<file path="src/rtl/popcount_pkg.sv">
`default_nettype none
// ============================================================================
// Module : popcount_pkg
// Purpose: Shared FSM state encoding, default geometry and width helper for
//          the range popcount engine.
// Rev    : 1.0  initial release
// ============================================================================
package popcount_pkg;

   // Scan FSM states
   typedef enum logic [2:0] {
      IDLE  = 3'd0,
      FETCH = 3'd1,
      LOAD  = 3'd2,
      SHIFT = 3'd3,
      DONE  = 3'd4
   } state_t;

   localparam int DEF_WIDTH = 8;
   localparam int DEF_DEPTH = 32;

   // Bits needed to hold any count from 0 up to width*depth inclusive
   function automatic int tot_width(input int width, input int depth);
      return $clog2(width * depth + 1);
   endfunction

endpackage
`default_nettype wire

</file>
<file path="src/rtl/ram_sp.sv">
`default_nettype none
// ============================================================================
// Module : ram_sp
// Purpose: Single-port synchronous RAM, one write port, registered read data
//          (one cycle read latency). Contents are not reset.
// Ports  : clk      - clock
//          i_we     - write strobe
//          i_addr   - shared read/write address
//          i_wdata  - write data
//          o_rdata  - registered read data (value at i_addr before any write)
// Rev    : 1.0  initial release
// ============================================================================
module ram_sp
   import popcount_pkg::*;
#(
   parameter  int WIDTH  = DEF_WIDTH,
   parameter  int DEPTH  = DEF_DEPTH,
   localparam int ADDR_W = $clog2(DEPTH)
) (
   input  logic              clk,
   input  logic              i_we,
   input  logic [ADDR_W-1:0] i_addr,
   input  logic [WIDTH-1:0]  i_wdata,
   output logic [WIDTH-1:0]  o_rdata
);

   logic [WIDTH-1:0] r_mem [DEPTH];
   logic [WIDTH-1:0] r_rdata;

   always_ff @(posedge clk) begin
      if (i_we) begin
         r_mem[i_addr] <= i_wdata;
      end
      r_rdata <= r_mem[i_addr];
   end

   assign o_rdata = r_rdata;

endmodule
`default_nettype wire

</file>
<file path="src/rtl/popcount_scan.sv">
`default_nettype none
// ============================================================================
// Module : popcount_scan
// Purpose: Scans an inclusive, wrap-around address range of an internal RAM
//          and accumulates the number of ones (or zeros) over all scanned
//          words using a shift-right datapath with per-word early exit.
// Ports  : clk       - clock, rising edge
//          reset_n   - asynchronous active-low reset
//          s         - start/continue level, held high until done
//          mode      - 0 count ones, 1 count zeros (sampled at start)
//          addr_lo   - first address (sampled at start)
//          addr_hi   - last address, inclusive (sampled at start)
//          wr_en     - RAM write strobe, honoured only in IDLE
//          wr_addr   - RAM write address
//          wr_data   - RAM write data
//          busy      - high while scanning (FETCH/LOAD/SHIFT)
//          done      - high in DONE only
//          total     - running / final count
// Rev    : 1.0  initial release
// ============================================================================
module popcount_scan
   import popcount_pkg::*;
#(
   parameter  int WIDTH  = DEF_WIDTH,
   parameter  int DEPTH  = DEF_DEPTH,
   localparam int ADDR_W = $clog2(DEPTH),
   localparam int TOT_W  = tot_width(WIDTH, DEPTH)
) (
   input  logic              clk,
   input  logic              reset_n,
   input  logic              s,
   input  logic              mode,
   input  logic [ADDR_W-1:0] addr_lo,
   input  logic [ADDR_W-1:0] addr_hi,
   input  logic              wr_en,
   input  logic [ADDR_W-1:0] wr_addr,
   input  logic [WIDTH-1:0]  wr_data,
   output logic              busy,
   output logic              done,
   output logic [TOT_W-1:0]  total
);

   state_t            r_state;
   logic              r_mode;
   logic              r_busy;
   logic              r_done;
   logic [ADDR_W-1:0] r_cur;
   logic [ADDR_W-1:0] r_hi;
   logic [WIDTH-1:0]  r_sh;
   logic [TOT_W-1:0]  r_total;

   logic              w_ram_we;
   logic [ADDR_W-1:0] w_ram_addr;
   logic [WIDTH-1:0]  w_dout;

   // The host owns the RAM port while idle; the scanner owns it otherwise,
   // which is also what makes writes outside IDLE fall on the floor.
   assign w_ram_we   = (r_state == IDLE) && wr_en;
   assign w_ram_addr = (r_state == IDLE) ? wr_addr : r_cur;

   ram_sp #(
      .WIDTH (WIDTH),
      .DEPTH (DEPTH)
   ) u_ram (
      .clk     (clk),
      .i_we    (w_ram_we),
      .i_addr  (w_ram_addr),
      .i_wdata (wr_data),
      .o_rdata (w_dout)
   );

   always_ff @(posedge clk or negedge reset_n) begin
      if (!reset_n) begin
         r_state <= IDLE;
         r_mode  <= 1'b0;
         r_busy  <= 1'b0;
         r_done  <= 1'b0;
         r_cur   <= '0;
         r_hi    <= '0;
         r_sh    <= '0;
         r_total <= '0;
      end else begin
         case (r_state)
            IDLE: begin
               if (s) begin
                  r_mode  <= mode;
                  r_hi    <= addr_hi;
                  r_cur   <= addr_lo;
                  r_total <= '0;
                  r_state <= FETCH;
                  r_busy  <= 1'b1;
               end
            end
            FETCH: begin
               if (!s) begin
                  r_state <= IDLE;
                  r_busy  <= 1'b0;
               end else begin
                  r_state <= LOAD;
               end
            end
            LOAD: begin
               if (!s) begin
                  r_state <= IDLE;
                  r_busy  <= 1'b0;
               end else begin
                  // Counting zeros is counting ones of the inverted word
                  r_sh    <= r_mode ? ~w_dout : w_dout;
                  r_state <= SHIFT;
               end
            end
            SHIFT: begin
               if (!s) begin
                  r_state <= IDLE;
                  r_busy  <= 1'b0;
               end else if (r_sh != '0) begin
                  r_total <= r_total + TOT_W'(r_sh[0]);
                  r_sh    <= r_sh >> 1;
               end else if (r_cur == r_hi) begin
                  r_state <= DONE;
                  r_busy  <= 1'b0;
                  r_done  <= 1'b1;
               end else begin
                  // Wraps through DEPTH-1 -> 0 at ADDR_W bits
                  r_cur   <= r_cur + ADDR_W'(1);
                  r_state <= FETCH;
               end
            end
            DONE: begin
               if (!s) begin
                  r_state <= IDLE;
                  r_done  <= 1'b0;
               end
            end
            default: begin
               r_state <= IDLE;
               r_busy  <= 1'b0;
               r_done  <= 1'b0;
            end
         endcase
      end
   end

   assign busy  = r_busy;
   assign done  = r_done;
   assign total = r_total;

endmodule
`default_nettype wire

</file>
<file path="config.mk">
export PLATFORM = sky130hd
export DESIGN_NAME = popcount_scan
export DESIGN_NICKNAME = d
export VERILOG_FILES = /design/src/rtl/popcount_pkg.sv /design/src/rtl/ram_sp.sv /design/src/rtl/popcount_scan.sv
export SDC_FILE = /design/constraint.sdc
export NUM_CORES = 1
export LEC_CHECK = 0
export BUFFER_PORTS_ARGS = -buffer_cell sky130_fd_sc_hd__buf_2
export CAP_MARGIN = 20
export CELL_PAD_IN_SITES_DETAIL_PLACEMENT = 1
export CELL_PAD_IN_SITES_GLOBAL_PLACEMENT = 1
export CORE_UTILIZATION = 45
export DETAILED_ROUTE_END_ITERATION = 10
export GPL_ROUTABILITY_DRIVEN = 1
export PLACE_DENSITY = 0.83
export SLEW_MARGIN = 10
export SYNTH_ARGS = -nofsm -noshare
export SYNTH_HDL_FRONTEND = slang
export SYNTH_SLANG_ARGS = --single-unit
</file>
<file path="constraint.sdc">
create_clock -name clk -period 2.3 [get_ports clk]
set_input_delay 0.23 -clock clk [delete_from_list [all_inputs] [get_ports clk]]
set_output_delay 0.23 -clock clk [all_outputs]
set_load 0.1 [all_outputs]
</file>
==> results of run 1 <==
==> sequential cells by signal, summed over array words and instances, names as in the netlist <==
signal	cells
r_hi	5
u_ram.o_rdata	8
r_sh	8
done	1
r_mode	1
r_cur	5
busy	1
u_ram.r_mem	256
r_state	3
total	9
==> final timing paths <==
path / startpoint / end / slack [ns] / depth (start not counted)
max: r_state[0] / u_ram.o_rdata[7] / -0.39 / 7
max reg2reg: r_state[0] / u_ram.o_rdata[7] / -0.39 / 7
max in group asynchronous: reset_n / r_cur[1] / 1.47 / 2
min in group asynchronous: reset_n / r_sh[5] / 0.26 / 2
min: addr_lo[4] / r_cur[4] / 0.03 / 3
min reg2reg: total[0] / total[0] / 0.53 / 2
==> cells in the mapped netlist (all sizes together), types with 7 or more instances <==
cell type and instances:
buf 45, xor2 8, nor2 45, dfrtp 33
edfxtp 256, o211ai 9, clkbuf 35, nand2 70
and3 15, dfxtp 8, o21ai 71, a22oi 10
nand4 8, a32oi 25, a21oi 21, nor3 11
mux2i 22, xnor2 7, mux2 9, mux4 45
a211oi 23, a311oi 18, nand3 75
==> routing by layer <==
layer,up-vias,GRT usage,wire length [microns]
li1,4197,-,-
met1,5533,0.4012,18970
met2,1002,0.5511,26430
met3,290,0.06364,6269
met4,0,0.2344,4755
met5,-,0,0
==> metrics by stage <==
| step | setup WS [ns] | hold slack [ns] | area [sq um] | total power, W | cells |
|---|---|---|---|---|---|
| 4_1_cts | -0.06650 | 0.002493 | 16870 | 0.01582 | 1539 |
| 5_1_grt | -0.3392 | 0.06517 | 17580 | 0.01735 | 1555 |
| 3_3_place_gp | -0.1227 | 0.3321 | 15040 | 0.01013 | 1449 |
| 6_report | -0.3933 | 0.03420 | 17580 | 0.01705 | 1555 |
| 3_5_place_dp | -0.2055 | 0.3422 | 15040 | 0.01032 | 1449 |
| 2_1_floorplan | -0.1723 | -0.06559 | 13520 | 0.008671 | 956 |
==> what timing repair did <==
action                                 4_1_cts  5_1_grt
hold buffers                                 9        0
pin swaps                                   46       55
gates cloned                                 2        1
endpoints found under the hold margin       42        0
buffers inserted                            25       18
setup endpoints to repair                  248      270
resized for setup                          124      129
==> cell type report <==
cell class	instances	share of cell area
flip-flops and latches	297	0.4936
multi-input cells	577	0.2977
repair buffers	234	0.1249
clock buffers	40	0.04605
well taps	390	0.02776
clock inverters	15	0.009608
inverters	2	0.0004270
==> critical path, delay by kind of cell (launching register included) <==
kind,cells,cell delay [ns]
buffers and inverters,2,0.38
and+or+nand+nor,3,1.06
AOI/OAI and AO/OA,2,0.64
DFF,1,0.45
==> logic make-up after synthesis <==
family,after synthesis
AO/OA/AOI/OAI,221
multiplexers,76
XOR/XNOR,15
adder cells (fa/ha/maj),3
flip-flops,297
buffers and inverters,82
AND/OR/NAND/NOR,262
==> power by group through the flow <==
stage	clock network (W)	registers, W	logic, W
global placement	0	0.00646	0.00367
finish	0.00520	0.00641	0.00543
floorplan	0	0.00638	0.00229
CTS	0.00502	0.00635	0.00445
detailed placement	0	0.00647	0.00385
global route	0.00539	0.00642	0.00554
==> cells in the final DEF, fill, tap and decap left out, types with 19 or more instances in the layout <==
cell type,Yosys,layout
sky130_fd_sc_hd__edfxtp_1,256,256
sky130_fd_sc_hd__a21oi_1,20,20
sky130_fd_sc_hd__nand3_1,75,70
sky130_fd_sc_hd__nor2_4,0,26
sky130_fd_sc_hd__buf_6,7,53
sky130_fd_sc_hd__o21ai_0,71,69
sky130_fd_sc_hd__dfrtp_1,33,30
sky130_fd_sc_hd__nand2_1,69,65
sky130_fd_sc_hd__clkbuf_16,0,31
sky130_fd_sc_hd__mux4_2,45,45
sky130_fd_sc_hd__buf_2,26,38
sky130_fd_sc_hd__mux2i_1,20,19
sky130_fd_sc_hd__buf_4,6,104
==> report_table.html, run 1 <==
<table>
<tr><th>Metric</th><th>Value</th></tr>
<tr><th colspan="2">Power</th></tr>
<tr><td>Power share of the clock group</td><td>0.305</td></tr>
<tr><td>Switching power share of the total</td><td>0.3412</td></tr>
<tr><td>Reported net switching power</td><td>0.005815 W</td></tr>
<tr><td>Combinational group share of total power</td><td>0.319</td></tr>
<tr><td>Internal power contribution</td><td>0.01123 W</td></tr>
<tr><td>Proportion of power drawn by flip-flops and latches</td><td>0.376</td></tr>
<tr><td>Lkg Pwr</td><td>6.097 nW</td></tr>
<tr><td>Power density over the cells</td><td>969.6 nW/um^2</td></tr>
<tr><td>Worst VDD drop</td><td>0.6668 mV</td></tr>
<tr><th colspan="2">Global routing</th></tr>
<tr><td>Number of antenna violations at the first check in global routing</td><td>0</td></tr>
<tr><td>Maximum number of pins on one net before global-route repair</td><td>47</td></tr>
<tr><td>First-pass GRT wire length</td><td>75290 microns</td></tr>
<tr><td>Number of global-route vias before repair</td><td>11140</td></tr>
<tr><td>Remaining global-route overflow</td><td>0</td></tr>
<tr><td>All-Layer GR Usage</td><td>0.3360</td></tr>
<tr><th colspan="2">Floorplan</th></tr>
<tr><td>Die Y</td><td>175.3 microns</td></tr>
<tr><td>Number of top-level pins</td><td>39</td></tr>
<tr><td>Placeable core area</td><td>29560 sq um</td></tr>
<tr><td>Effective utilization at floorplan</td><td>0.4573</td></tr>
<tr><td>Die width</td><td>175.3 microns</td></tr>
<tr><td>Die Outline Area</td><td>30740 sq um</td></tr>
<tr><td>Std cell rows</td><td>63</td></tr>
<tr><th colspan="2">Clocking</th></tr>
<tr><td>Sinks on the clock net</td><td>297</td></tr>
<tr><td>Maximum buffer depth of the clock tree</td><td>3</td></tr>
<tr><td>Clock tree from TritonCTS</td><td>built</td></tr>
<tr><td>H-tree levels</td><td>1</td></tr>
<tr><td>Clk Latency, worst-skew pair</td><td>0.59 ns</td></tr>
<tr><td>Clk Tree Root Cell</td><td>sky130_fd_sc_hd__clkbuf_16</td></tr>
<tr><td>Clock transition at the register clock pins on the worst setup and hold paths after CTS</td><td>0.08 ns</td></tr>
<tr><td>Number of clock buffers inserted by TritonCTS</td><td>31</td></tr>
<tr><th colspan="2">Synthesis</th></tr>
<tr><td>Dominant cells by area after synthesis</td><td>sky130_fd_sc_hd__edfxtp_1 57%, sky130_fd_sc_hd__mux4_2 7.5%, sky130_fd_sc_hd__dfrtp_1 6.1%, sky130_fd_sc_hd__nand3_1 2.8%, sky130_fd_sc_hd__o21ai_0 2.6%</td></tr>
<tr><td>Register area share after synthesis</td><td>0.6416</td></tr>
<tr><td>Post-Syn Instances</td><td>956</td></tr>
<tr><td>Multiplexer share of the synthesized area</td><td>0.09959</td></tr>
<tr><td>Number of distinct library cells after synthesis</td><td>73</td></tr>
<tr><td>Area fraction in compound gates after synthesis</td><td>0.1157</td></tr>
<tr><td>Syn nets</td><td>987</td></tr>
<tr><td>Mapped Avg Cell Area</td><td>14.14 sq um</td></tr>
<tr><td>Post-synthesis instance area</td><td>13520 sq um</td></tr>
<tr><td>Async S/R FF share, synth</td><td>0.1111</td></tr>
<tr><td>Adder-cell area share of the yosys netlist</td><td>0.002777</td></tr>
<tr><td>Synth warnings</td><td>0</td></tr>
<tr><td>Fraction of synthesized cell area taken by the top area cell type</td><td>0.5687</td></tr>
<tr><td>Xor/xnor share of the synthesized area</td><td>0.009719</td></tr>
<tr><td>Dominant combinational cell family by area after synthesis</td><td>compound AO/OA/AOI/OAI gates</td></tr>
<tr><td>Post-synthesis cell type with the largest combined area</td><td>sky130_fd_sc_hd__edfxtp_1</td></tr>
<tr><td>Post-synthesis sequential element count</td><td>297</td></tr>
<tr><td>Ys flop type</td><td>sky130_fd_sc_hd__edfxtp_1</td></tr>
<tr><td>Simple-gate share of the synthesized area</td><td>0.09969</td></tr>
<tr><td>Number of flops mapped to enable cells by yosys</td><td>256</td></tr>
<tr><th colspan="2">Layout</th></tr>
<tr><td>Number of nets in the finished design</td><td>1174</td></tr>
<tr><td>Area used by multi-input combinational logic</td><td>5234 sq um</td></tr>
<tr><td>FF+latch area</td><td>8677 sq um</td></tr>
<tr><td>Final core area utilization</td><td>0.5948</td></tr>
<tr><td>Number of inserted filler cells in the final layout</td><td>2758</td></tr>
<tr><td>Fraction of final layout cells sized beyond drive strength 1</td><td>0.3828</td></tr>
<tr><td>Number of antenna cells inserted</td><td>0</td></tr>
<tr><td>Area grow syn2layout</td><td>30.05%</td></tr>
<tr><th colspan="2">Worst setup path</th></tr>
<tr><td>Category of the worst setup path capture point</td><td>flop</td></tr>
<tr><td>Critical-path cell list</td><td>buf_6, or4b_4, nand2_1, buf_4, a311oi_4, a211oi_2, nand4_1</td></tr>
<tr><td>Setup Crit Path Kind</td><td>flop to flop</td></tr>
<tr><td>Max Fanout on Critical Path</td><td>7</td></tr>
<tr><td>Element type at the critical path start</td><td>flop</td></tr>
<tr><td>Arrival time at the worst endpoint</td><td>3.12 ns</td></tr>
<tr><td>Critical Path RT</td><td>2.73 ns</td></tr>
<tr><td>Critical path's slowest cell</td><td>sky130_fd_sc_hd__or4b_4</td></tr>
<tr><td>Stage delay of the slowest cell on the critical path</td><td>0.59 ns</td></tr>
<tr><th colspan="2">Place</th></tr>
<tr><td>Count of input and output buffers</td><td>38</td></tr>
<tr><td>DP Wirelength</td><td>27100 microns</td></tr>
<tr><td>Weighted congestion reported at the end of routability-driven placement</td><td>0.9027</td></tr>
<tr><th colspan="2">STA</th></tr>
<tr><td>Worst setup skew after layout</td><td>0.02258 ns</td></tr>
<tr><td>Fin. Hold Viols</td><td>0</td></tr>
<tr><td>Setup repair after global routing missed its margin</td><td>yes</td></tr>
<tr><td>Endpoints failing setup</td><td>215</td></tr>
<tr><td>Transition time at the pin with the least slew margin</td><td>0.8597 ns</td></tr>
<tr><td>Shortest period the worst path allows</td><td>2.693 ns</td></tr>
<tr><td>Post-route worst setup slack</td><td>-0.3933 ns</td></tr>
<tr><td>Number of max-slew violations in the final report</td><td>0</td></tr>
<tr><td>Crit share post-route</td><td>1.171</td></tr>
<tr><td>Worst slew margin relative to its limit</td><td>0.4269</td></tr>
<tr><td>Maximum clock rate</td><td>371.3 MHz</td></tr>
<tr><td>Setup total negative slack</td><td>-18.27 ns</td></tr>
<tr><th colspan="2">Routing</th></tr>
<tr><td>Final Routed Wirelength</td><td>56430 microns</td></tr>
<tr><td>Vias per std cell</td><td>7.088</td></tr>
<tr><td>DRC errors left</td><td>2</td></tr>
<tr><td>Count of routing violations after the opening detailed-route iteration</td><td>1520</td></tr>
<tr><td>Count of antenna-violating nets left after detailed routing</td><td>0</td></tr>
<tr><td>Number of vias after detailed routing</td><td>11020</td></tr>
<tr><td>Average routed wire per standard cell</td><td>36.29 microns</td></tr>
<tr><td>Detailed Routing Iterations Pass 1</td><td>9</td></tr>
<tr><th colspan="2">Run status</th></tr>
<tr><td>Violated checks</td><td>DRC, setup timing</td></tr>
<tr><td>Outcome</td><td>finished with violations</td></tr>
<tr><th colspan="2">Job</th></tr>
<tr><td>Max-cap viol count</td><td>0</td></tr>
<tr><th colspan="2">Worst hold path</th></tr>
<tr><td>Path category of the worst min-delay check</td><td>primary input to flop</td></tr>
</table>
(Power assumes the default switching activity.)
==> inputs of run 2 (changes only) <==
- CELL_PAD_IN_SITES_DETAIL_PLACEMENT: 1 -> 2
- CELL_PAD_IN_SITES_GLOBAL_PLACEMENT: 1 -> 2
- CORE_UTILIZATION: 45 -> 41
- PLACE_DENSITY: 0.83 -> 0.86
==> run 2 against run 1 <==
Count of clock-buffer cells in the layout rose by 2. Sequential share of layout area fell by 1.0 points. Clock power rose by 14%. Flip-flop and latch count did not move. Utilization fell by 4.1 points. The run ends with setup timing left.
==> report_table.html, run 2 (synthesis gave the netlist of run 1 again) <==
<table>
<tr><th>Metric</th><th>Value</th></tr>
<tr><th colspan="2">Place</th></tr>
<tr><td>Minimum setup slack after placement</td><td>-0.3774 ns</td></tr>
<tr><td>DP Wirelength</td><td>32700 microns</td></tr>
<tr><td>Count of input and output buffers</td><td>38</td></tr>
<tr><td>Weighted congestion reported at the end of routability-driven placement</td><td>0.8469</td></tr>
<tr><th colspan="2">Floorplan</th></tr>
<tr><td>Effective utilization at floorplan</td><td>0.4165</td></tr>
<tr><td>Die Y</td><td>183.6 microns</td></tr>
<tr><td>Std cell rows</td><td>66</td></tr>
<tr><td>Number of top-level pins</td><td>39</td></tr>
<tr><td>Die Outline Area</td><td>33700 sq um</td></tr>
<tr><td>Die width</td><td>183.6 microns</td></tr>
<tr><td>Placeable core area</td><td>32450 sq um</td></tr>
<tr><th colspan="2">Clocking</th></tr>
<tr><td>Sinks on the clock net</td><td>297</td></tr>
<tr><td>Maximum buffer depth of the clock tree</td><td>3</td></tr>
<tr><td>Clk Latency, worst-skew pair</td><td>0.55 ns</td></tr>
<tr><td>Clock tree from TritonCTS</td><td>built</td></tr>
<tr><td>Clock transition at the register clock pins on the worst setup and hold paths after CTS</td><td>0.08 ns</td></tr>
<tr><td>Number of clock buffers inserted by TritonCTS</td><td>34</td></tr>
<tr><td>Clk Tree Root Cell</td><td>sky130_fd_sc_hd__clkbuf_16</td></tr>
<tr><td>H-tree levels</td><td>2</td></tr>
<tr><th colspan="2">Layout</th></tr>
<tr><td>Area used by multi-input combinational logic</td><td>5269 sq um</td></tr>
<tr><td>Number of flip-flops in the largest register</td><td>256</td></tr>
<tr><td>Commonest non-fill, non-tap cell in the layout</td><td>sky130_fd_sc_hd__edfxtp_1</td></tr>
<tr><td>Number of inserted filler cells in the final layout</td><td>2849</td></tr>
<tr><td>Number of nets in the finished design</td><td>1181</td></tr>
<tr><td>Register with the highest flop count</td><td>u_ram.r_mem</td></tr>
<tr><td>Area grow syn2layout</td><td>32.88%</td></tr>
<tr><td>Top library cells by usage in the layout, fill and taps aside</td><td>256 x sky130_fd_sc_hd__edfxtp_1, 105 x sky130_fd_sc_hd__buf_4, 70 x sky130_fd_sc_hd__o21ai_0</td></tr>
<tr><td>Fraction of final layout cells sized beyond drive strength 1</td><td>0.3983</td></tr>
<tr><td>FF+latch area</td><td>8678 sq um</td></tr>
<tr><th colspan="2">Global routing</th></tr>
<tr><td>Number of global-route vias before repair</td><td>11480</td></tr>
<tr><td>Number of antenna violations at the first check in global routing</td><td>5</td></tr>
<tr><td>First-pass GRT wire length</td><td>86710 microns</td></tr>
<tr><td>Maximum number of pins on one net before global-route repair</td><td>47</td></tr>
<tr><td>All-Layer GR Usage</td><td>0.3637</td></tr>
<tr><td>Remaining global-route overflow</td><td>0</td></tr>
<tr><th colspan="2">STA</th></tr>
<tr><td>Setup total negative slack</td><td>-40.95 ns</td></tr>
<tr><td>Endpoints failing setup</td><td>269</td></tr>
<tr><td>Worst setup skew after layout</td><td>0.03870 ns</td></tr>
<tr><td>Number of max-slew violations in the final report</td><td>0</td></tr>
<tr><td>Post-route worst setup slack</td><td>-0.6810 ns</td></tr>
<tr><td>Shortest period the worst path allows</td><td>2.981 ns</td></tr>
<tr><td>Fin. Hold Viols</td><td>0</td></tr>
<tr><td>Maximum clock rate</td><td>335.5 MHz</td></tr>
<tr><td>Worst slew margin relative to its limit</td><td>0.04557</td></tr>
<tr><td>Crit share post-route</td><td>1.296</td></tr>
<tr><td>Setup repair after global routing missed its margin</td><td>yes</td></tr>
<tr><td>Transition time at the pin with the least slew margin</td><td>1.429 ns</td></tr>
<tr><th colspan="2">Worst setup path</th></tr>
<tr><td>Critical Path Source</td><td>r_state[0]</td></tr>
<tr><td>Max Fanout on Critical Path</td><td>26</td></tr>
<tr><td>Launch point of the worst reg-to-reg path</td><td>r_state[0]</td></tr>
<tr><td>Arrival time at the worst endpoint</td><td>3.39 ns</td></tr>
<tr><td>Setup Crit Path Kind</td><td>flop to flop</td></tr>
<tr><td>Critical Path RT</td><td>2.71 ns</td></tr>
<tr><td>Element type at the critical path start</td><td>flop</td></tr>
<tr><td>Category of the worst setup path capture point</td><td>flop</td></tr>
<tr><th colspan="2">Power</th></tr>
<tr><td>Lkg Pwr</td><td>6.194 nW</td></tr>
<tr><td>Overall power</td><td>0.01819 W</td></tr>
<tr><td>Power density over the cells</td><td>1013 nW/um^2</td></tr>
<tr><td>Worst VDD drop</td><td>0.5304 mV</td></tr>
<tr><th colspan="2">Routing</th></tr>
<tr><td>Detailed Routing Iterations Pass 1</td><td>5</td></tr>
<tr><td>Count of antenna-violating nets left after detailed routing</td><td>0</td></tr>
<tr><td>Vias per std cell</td><td>7.068</td></tr>
<tr><td>Count of routing violations after the opening detailed-route iteration</td><td>1496</td></tr>
<tr><td>Final Routed Wirelength</td><td>68960 microns</td></tr>
<tr><td>DRC errors left</td><td>0</td></tr>
<tr><td>Number of vias after detailed routing</td><td>11440</td></tr>
<tr><td>Average routed wire per standard cell</td><td>42.60 microns</td></tr>
<tr><th colspan="2">Run status</th></tr>
<tr><td>Violated checks</td><td>setup timing</td></tr>
<tr><td>Outcome</td><td>finished with violations</td></tr>
<tr><th colspan="2">Worst hold path</th></tr>
<tr><td>Hold path startpoint</td><td>s</td></tr>
<tr><td>Path category of the worst min-delay check</td><td>primary input to flop</td></tr>
<tr><th colspan="2">Job</th></tr>
<tr><td>Max-cap viol count</td><td>0</td></tr>
</table>
[run 2: changes by cell type in the layout (fill, tap and decap cells not counted), moves of 5 or more]
cell / delta
sky130_fd_sc_hd__mux2i_1: -6
sky130_fd_sc_hd__clkbuf_16: +6
sky130_fd_sc_hd__buf_8: +5
sky130_fd_sc_hd__a311oi_2: +5
sky130_fd_sc_hd__a311oi_4: -5
sky130_fd_sc_hd__buf_6: -7
[run 2: metrics by stage]
step / instance area [sq um] / utilization / hold WS [ns] / cells
after floorplan: 13520 / - / -0.06559 / 956
after global placement: 15070 / 0.4643 / 0.3519 / 1495
after detailed placement: 15070 / 0.4643 / 0.3641 / 1495
after CTS: 17190 / 0.5297 / 0.01529 / 1588
after global routing: 17960 / 0.5535 / 0.03587 / 1619
final: 17960 / 0.5535 / 0.02232 / 1619
[run 2: critical path, cell delays in order (launching register included)]
cell and delay, ns:
sky130_fd_sc_hd__dfrtp_2 0.49, sky130_fd_sc_hd__buf_6 0.19, sky130_fd_sc_hd__o31a_1 0.34, sky130_fd_sc_hd__buf_12 0.18, sky130_fd_sc_hd__o21ai_0 0.70, sky130_fd_sc_hd__a311o_1 0.33
sky130_fd_sc_hd__o32ai_2 0.09, sky130_fd_sc_hd__or4_4 0.51
[run 2: area by class of cell]
type                    count  area share
clock buffers              42     0.05078
clock inverters            19     0.01198
multi-input cells         578      0.2933
flip-flops and latches    297      0.4831
well taps                 442     0.03079
inverters                   2   0.0004179
diodes                      2   0.0002786
repair buffers            237      0.1293
[run 2: what timing repair did]
| action | CTS | global route |
|---|---|---|
| gates resized for setup | 157 | 111 |
| hold buffers | 7 | 0 |
| endpoints found under the setup margin | 264 | 276 |
| hold endpoints to repair | 39 | 0 |
| pin swaps | 22 | 46 |
| cloned | 3 | 3 |
| buffers inserted | 22 | 27 |
[run 2: routing by layer]
layer  vias up  wire length, microns  global-route usage  part of all wire
met4         4                  5659              0.1787             0.082
met2       972                 32370              0.6088              0.47
met1      5920                 24510              0.4557              0.36
met3       326                  6363             0.06399             0.092
met5         -                    55                   0           0.00080
li1       4221                     -                   -                 -
[run 2: report_power, final]
group | switching, W | internal [W] | leakage (nW)
Clock | 0.00261 | 0.00330 | 0.547
Sequential | 0.000335 | 0.00611 | 2.78
Combinational | 0.00356 | 0.00227 | 2.87
Total | 0.00650 | 0.0117 | 6.19
[run 2: final timing paths]
check,slack (ns),depth (start not counted),endpoint
setup reg to reg,-0.68,7,u_ram.o_rdata[6]
max in group asynchronous,1.37,2,r_cur[1]
hold reg to reg,0.53,2,r_sh[0]
setup / recovery,-0.68,7,u_ram.o_rdata[6]
min in group asynchronous,0.35,2,r_state[2]
hold / removal,0.02,2,r_state[2]
==> inputs of run 3 (changes only) <==
- CORE_UTILIZATION: 41 -> 45
- PLACE_DENSITY: 0.86 -> 0.89
- clock period: 2.3 -> 3.8 ns (I/O delays scaled with it)
==> run 3 against run 2 <==
The flow finishes with violations (DRC). Non-clock buffer count down 142. Combinational power is 63% lower. Wire length is 31% lower. Clock skew down 0.019 ns. Die area down 8.8%. Count of clock-buffer cells in the layout rose by 1. First-iteration DRC count is 30% lower. Design area down 15%. Critical path type unchanged. Critical endpoint is now u_ram.r_mem[5][0]. Highest routed layer is now met4.
==> report_table.html, run 3 (synthesis gave the netlist of run 1 again) <==
<table>
<tr><th>Metric</th><th>Value</th></tr>
<tr><th colspan="2">Run status</th></tr>
<tr><td>Outcome</td><td>finished with violations</td></tr>
<tr><td>Violated checks</td><td>DRC</td></tr>
<tr><th colspan="2">STA</th></tr>
<tr><td>Worst setup skew after layout</td><td>0.01982 ns</td></tr>
<tr><td>Endpoints failing setup</td><td>0</td></tr>
<tr><td>Crit share post-route</td><td>0.9287</td></tr>
<tr><td>Number of max-slew violations in the final report</td><td>0</td></tr>
<tr><td>Fin. Hold Viols</td><td>0</td></tr>
<tr><td>Transition time at the pin with the least slew margin</td><td>0.9896 ns</td></tr>
<tr><td>Setup total negative slack</td><td>0 ns</td></tr>
<tr><td>Maximum clock rate</td><td>283.3 MHz</td></tr>
<tr><td>Shortest period the worst path allows</td><td>3.529 ns</td></tr>
<tr><td>Worst slew margin relative to its limit</td><td>0.3378</td></tr>
<tr><td>Tightest hold margin</td><td>0.09890 ns</td></tr>
<tr><td>Setup repair after global routing missed its margin</td><td>no</td></tr>
<tr><th colspan="2">Worst setup path</th></tr>
<tr><td>Critical Path Source</td><td>r_state[2]</td></tr>
<tr><td>Category of the worst setup path capture point</td><td>flop</td></tr>
<tr><td>Setup slack on the worst flop-to-flop path</td><td>0.27 ns</td></tr>
<tr><td>Worst flop-to-flop path endpoint</td><td>u_ram.r_mem[5][0]</td></tr>
<tr><td>CP Capture Point</td><td>u_ram.r_mem[5][0]</td></tr>
<tr><td>Critical Path RT</td><td>3.95 ns</td></tr>
<tr><td>Setup Crit Path Kind</td><td>flop to flop</td></tr>
<tr><td>Element type at the critical path start</td><td>flop</td></tr>
<tr><td>Max Fanout on Critical Path</td><td>18</td></tr>
<tr><td>Launch point of the worst reg-to-reg path</td><td>r_state[2]</td></tr>
<tr><td>Worst Reg-to-Reg Cells</td><td>4</td></tr>
<tr><td>Arrival time at the worst endpoint</td><td>3.68 ns</td></tr>
<tr><th colspan="2">Floorplan</th></tr>
<tr><td>Number of top-level pins</td><td>39</td></tr>
<tr><td>Die Y</td><td>175.3 microns</td></tr>
<tr><td>Std cell rows</td><td>63</td></tr>
<tr><td>Placeable core area</td><td>29560 sq um</td></tr>
<tr><td>Die width</td><td>175.3 microns</td></tr>
<tr><td>Effective utilization at floorplan</td><td>0.4573</td></tr>
<tr><td>Die Outline Area</td><td>30740 sq um</td></tr>
<tr><th colspan="2">Place</th></tr>
<tr><td>Count of input and output buffers</td><td>38</td></tr>
<tr><td>Standard cell area after detailed placement</td><td>14240 sq um</td></tr>
<tr><td>Weighted congestion reported at the end of routability-driven placement</td><td>0.8733</td></tr>
<tr><td>DP Wirelength</td><td>30770 microns</td></tr>
<tr><th colspan="2">Job</th></tr>
<tr><td>Max-cap viol count</td><td>0</td></tr>
<tr><th colspan="2">Global routing</th></tr>
<tr><td>Global routing usage on met3</td><td>0.04913</td></tr>
<tr><td>Number of antenna violations at the first check in global routing</td><td>0</td></tr>
<tr><td>Maximum number of pins on one net before global-route repair</td><td>59</td></tr>
<tr><td>Met2 global-route usage</td><td>0.5526</td></tr>
<tr><td>First-pass GRT wire length</td><td>71520 microns</td></tr>
<tr><td>All-Layer GR Usage</td><td>0.3189</td></tr>
<tr><td>Remaining global-route overflow</td><td>0</td></tr>
<tr><td>Peak-usage layer in the global routing report</td><td>met2</td></tr>
<tr><td>Number of global-route vias before repair</td><td>10580</td></tr>
<tr><td>Global Route met1 Usage</td><td>0.3959</td></tr>
<tr><th colspan="2">Layout</th></tr>
<tr><td>Number of flip-flops in the largest register</td><td>256</td></tr>
<tr><td>Post-route design area</td><td>15340 sq um</td></tr>
<tr><td>Area grow syn2layout</td><td>13.45%</td></tr>
<tr><td>Number of nets in the finished design</td><td>1038</td></tr>
<tr><td>Register with the highest flop count</td><td>u_ram.r_mem</td></tr>
<tr><td>Commonest non-fill, non-tap cell in the layout</td><td>sky130_fd_sc_hd__edfxtp_1</td></tr>
<tr><td>Top library cells by usage in the layout, fill and taps aside</td><td>256 x sky130_fd_sc_hd__edfxtp_1, 75 x sky130_fd_sc_hd__nand3_1, 71 x sky130_fd_sc_hd__o21ai_0</td></tr>
<tr><td>Number of inserted filler cells in the final layout</td><td>2717</td></tr>
<tr><td>Final core area utilization</td><td>0.5188</td></tr>
<tr><td>Number of antenna cells inserted</td><td>0</td></tr>
<tr><td>Fraction of final layout cells sized beyond drive strength 1</td><td>0.2105</td></tr>
<tr><th colspan="2">Routing</th></tr>
<tr><td>Detailed Routing Iterations Pass 1</td><td>8</td></tr>
<tr><td>Number of vias after detailed routing</td><td>9606</td></tr>
<tr><td>Vias per std cell</td><td>6.760</td></tr>
<tr><td>Count of antenna-violating nets left after detailed routing</td><td>0</td></tr>
<tr><td>Average routed wire per standard cell</td><td>33.58 microns</td></tr>
<tr><td>Count of routing violations after the opening detailed-route iteration</td><td>1048</td></tr>
<tr><td>Final Routed Wirelength</td><td>47720 microns</td></tr>
<tr><td>DRC errors left</td><td>2</td></tr>
<tr><th colspan="2">Clocking</th></tr>
<tr><td>Clk Latency, worst-skew pair</td><td>0.54 ns</td></tr>
<tr><td>Number of post-CTS setup repair buffers</td><td>0</td></tr>
<tr><td>Clk Tree Root Cell</td><td>sky130_fd_sc_hd__clkbuf_16</td></tr>
<tr><td>Sinks on the clock net</td><td>297</td></tr>
<tr><td>Clock tree from TritonCTS</td><td>built</td></tr>
<tr><td>Maximum buffer depth of the clock tree</td><td>3</td></tr>
<tr><td>Cells resized by post-CTS repair</td><td>0</td></tr>
<tr><td>H-tree levels</td><td>2</td></tr>
<tr><td>Number of clock buffers inserted by TritonCTS</td><td>34</td></tr>
<tr><td>Clock transition at the register clock pins on the worst setup and hold paths after CTS</td><td>0.06 ns</td></tr>
<tr><th colspan="2">Worst hold path</th></tr>
<tr><td>Path category of the worst min-delay check</td><td>primary input to flop</td></tr>
<tr><td>Number of cells traversed by the worst hold path</td><td>2</td></tr>
<tr><th colspan="2">Power</th></tr>
<tr><td>Power density over the cells</td><td>610.7 nW/um^2</td></tr>
<tr><td>Worst VDD drop</td><td>0.3278 mV</td></tr>
<tr><td>Lkg Pwr</td><td>5.167 nW</td></tr>
</table>
-- run 3: changes by cell type in the layout (fill, tap and decap cells not counted), sizes merged, moves of 2 or more --
| cell | before | now |
|---|---|---|
| buf | 227 | 94 |
| clkinv | 13 | 7 |
| dlygate4sd3 | 7 | 1 |
| clkinvlp | 1 | 5 |
| diode | 2 | 0 |
-- run 3: layout make-up --
cell class / count / area, sq um / area share
Tap cell: 390 / 488.0 / 0.03182
Clock inverter: 17 / 182.7 / 0.01191
Sequential cell: 297 / 8675 / 0.5656
Inverter: 2 / 7.507 / 0.0004895
Clock buffer: 43 / 905.9 / 0.05907
Multi-Input combinational cell: 577 / 4444 / 0.2898
Timing Repair Buffer: 95 / 633.1 / 0.04128
-- run 3: worst min path at each step --
stage,from,end,slack [ns]
2_1_floorplan,reset_n,busy,0.08
3_3_place_gp,r_sh[7],r_sh[7],0.48
3_5_place_dp,r_sh[1],r_sh[1],0.49
4_1_cts,addr_hi[2],r_hi[2],0.08
5_1_grt,addr_hi[2],r_hi[2],0.10
6_report,addr_hi[2],r_hi[2],0.1
-- run 3: what timing repair did --
item / 4_1_cts / 5_1_grt
hold endpoints to repair: 33 / 0
hold buffers: 1 / 0
setup endpoints to repair: 0 / 0
-- run 3: through the flow --
step / setup WS [ns] / cells / power (W)
2_1_floorplan: 1.328 / 956 / 0.005248
3_3_place_gp: 0.7890 / 1360 / 0.005867
3_5_place_dp: 0.4639 / 1360 / 0.006060
4_1_cts: 0.4220 / 1421 / 0.009373
5_1_grt: 0.2659 / 1421 / 0.009619
6_report: 0.2708 / 1421 / 0.009365
-- run 3: critical path: stages, from the launching register on --
cell	delay, ns
sky130_fd_sc_hd__dfrtp_1	0.65
sky130_fd_sc_hd__nor3_4	0.54
sky130_fd_sc_hd__buf_4	0.35
sky130_fd_sc_hd__nand4b_1	0.70
sky130_fd_sc_hd__nor2_1	0.89
-- run 3: report_power, final --
part           total (W)  switching (W)  internal [W]
combinational    0.00216        0.00140      0.000763
sequential       0.00392       0.000217       0.00370
clock            0.00328        0.00138       0.00191
-- run 3: metal layers --
layer	part of all wire	routed length (microns)	up-vias
met4	0.041	1959	0
met2	0.51	24390	528
met3	0.069	3275	132
li1	-	-	3924
met1	0.38	18090	5022
met5	0	0	-
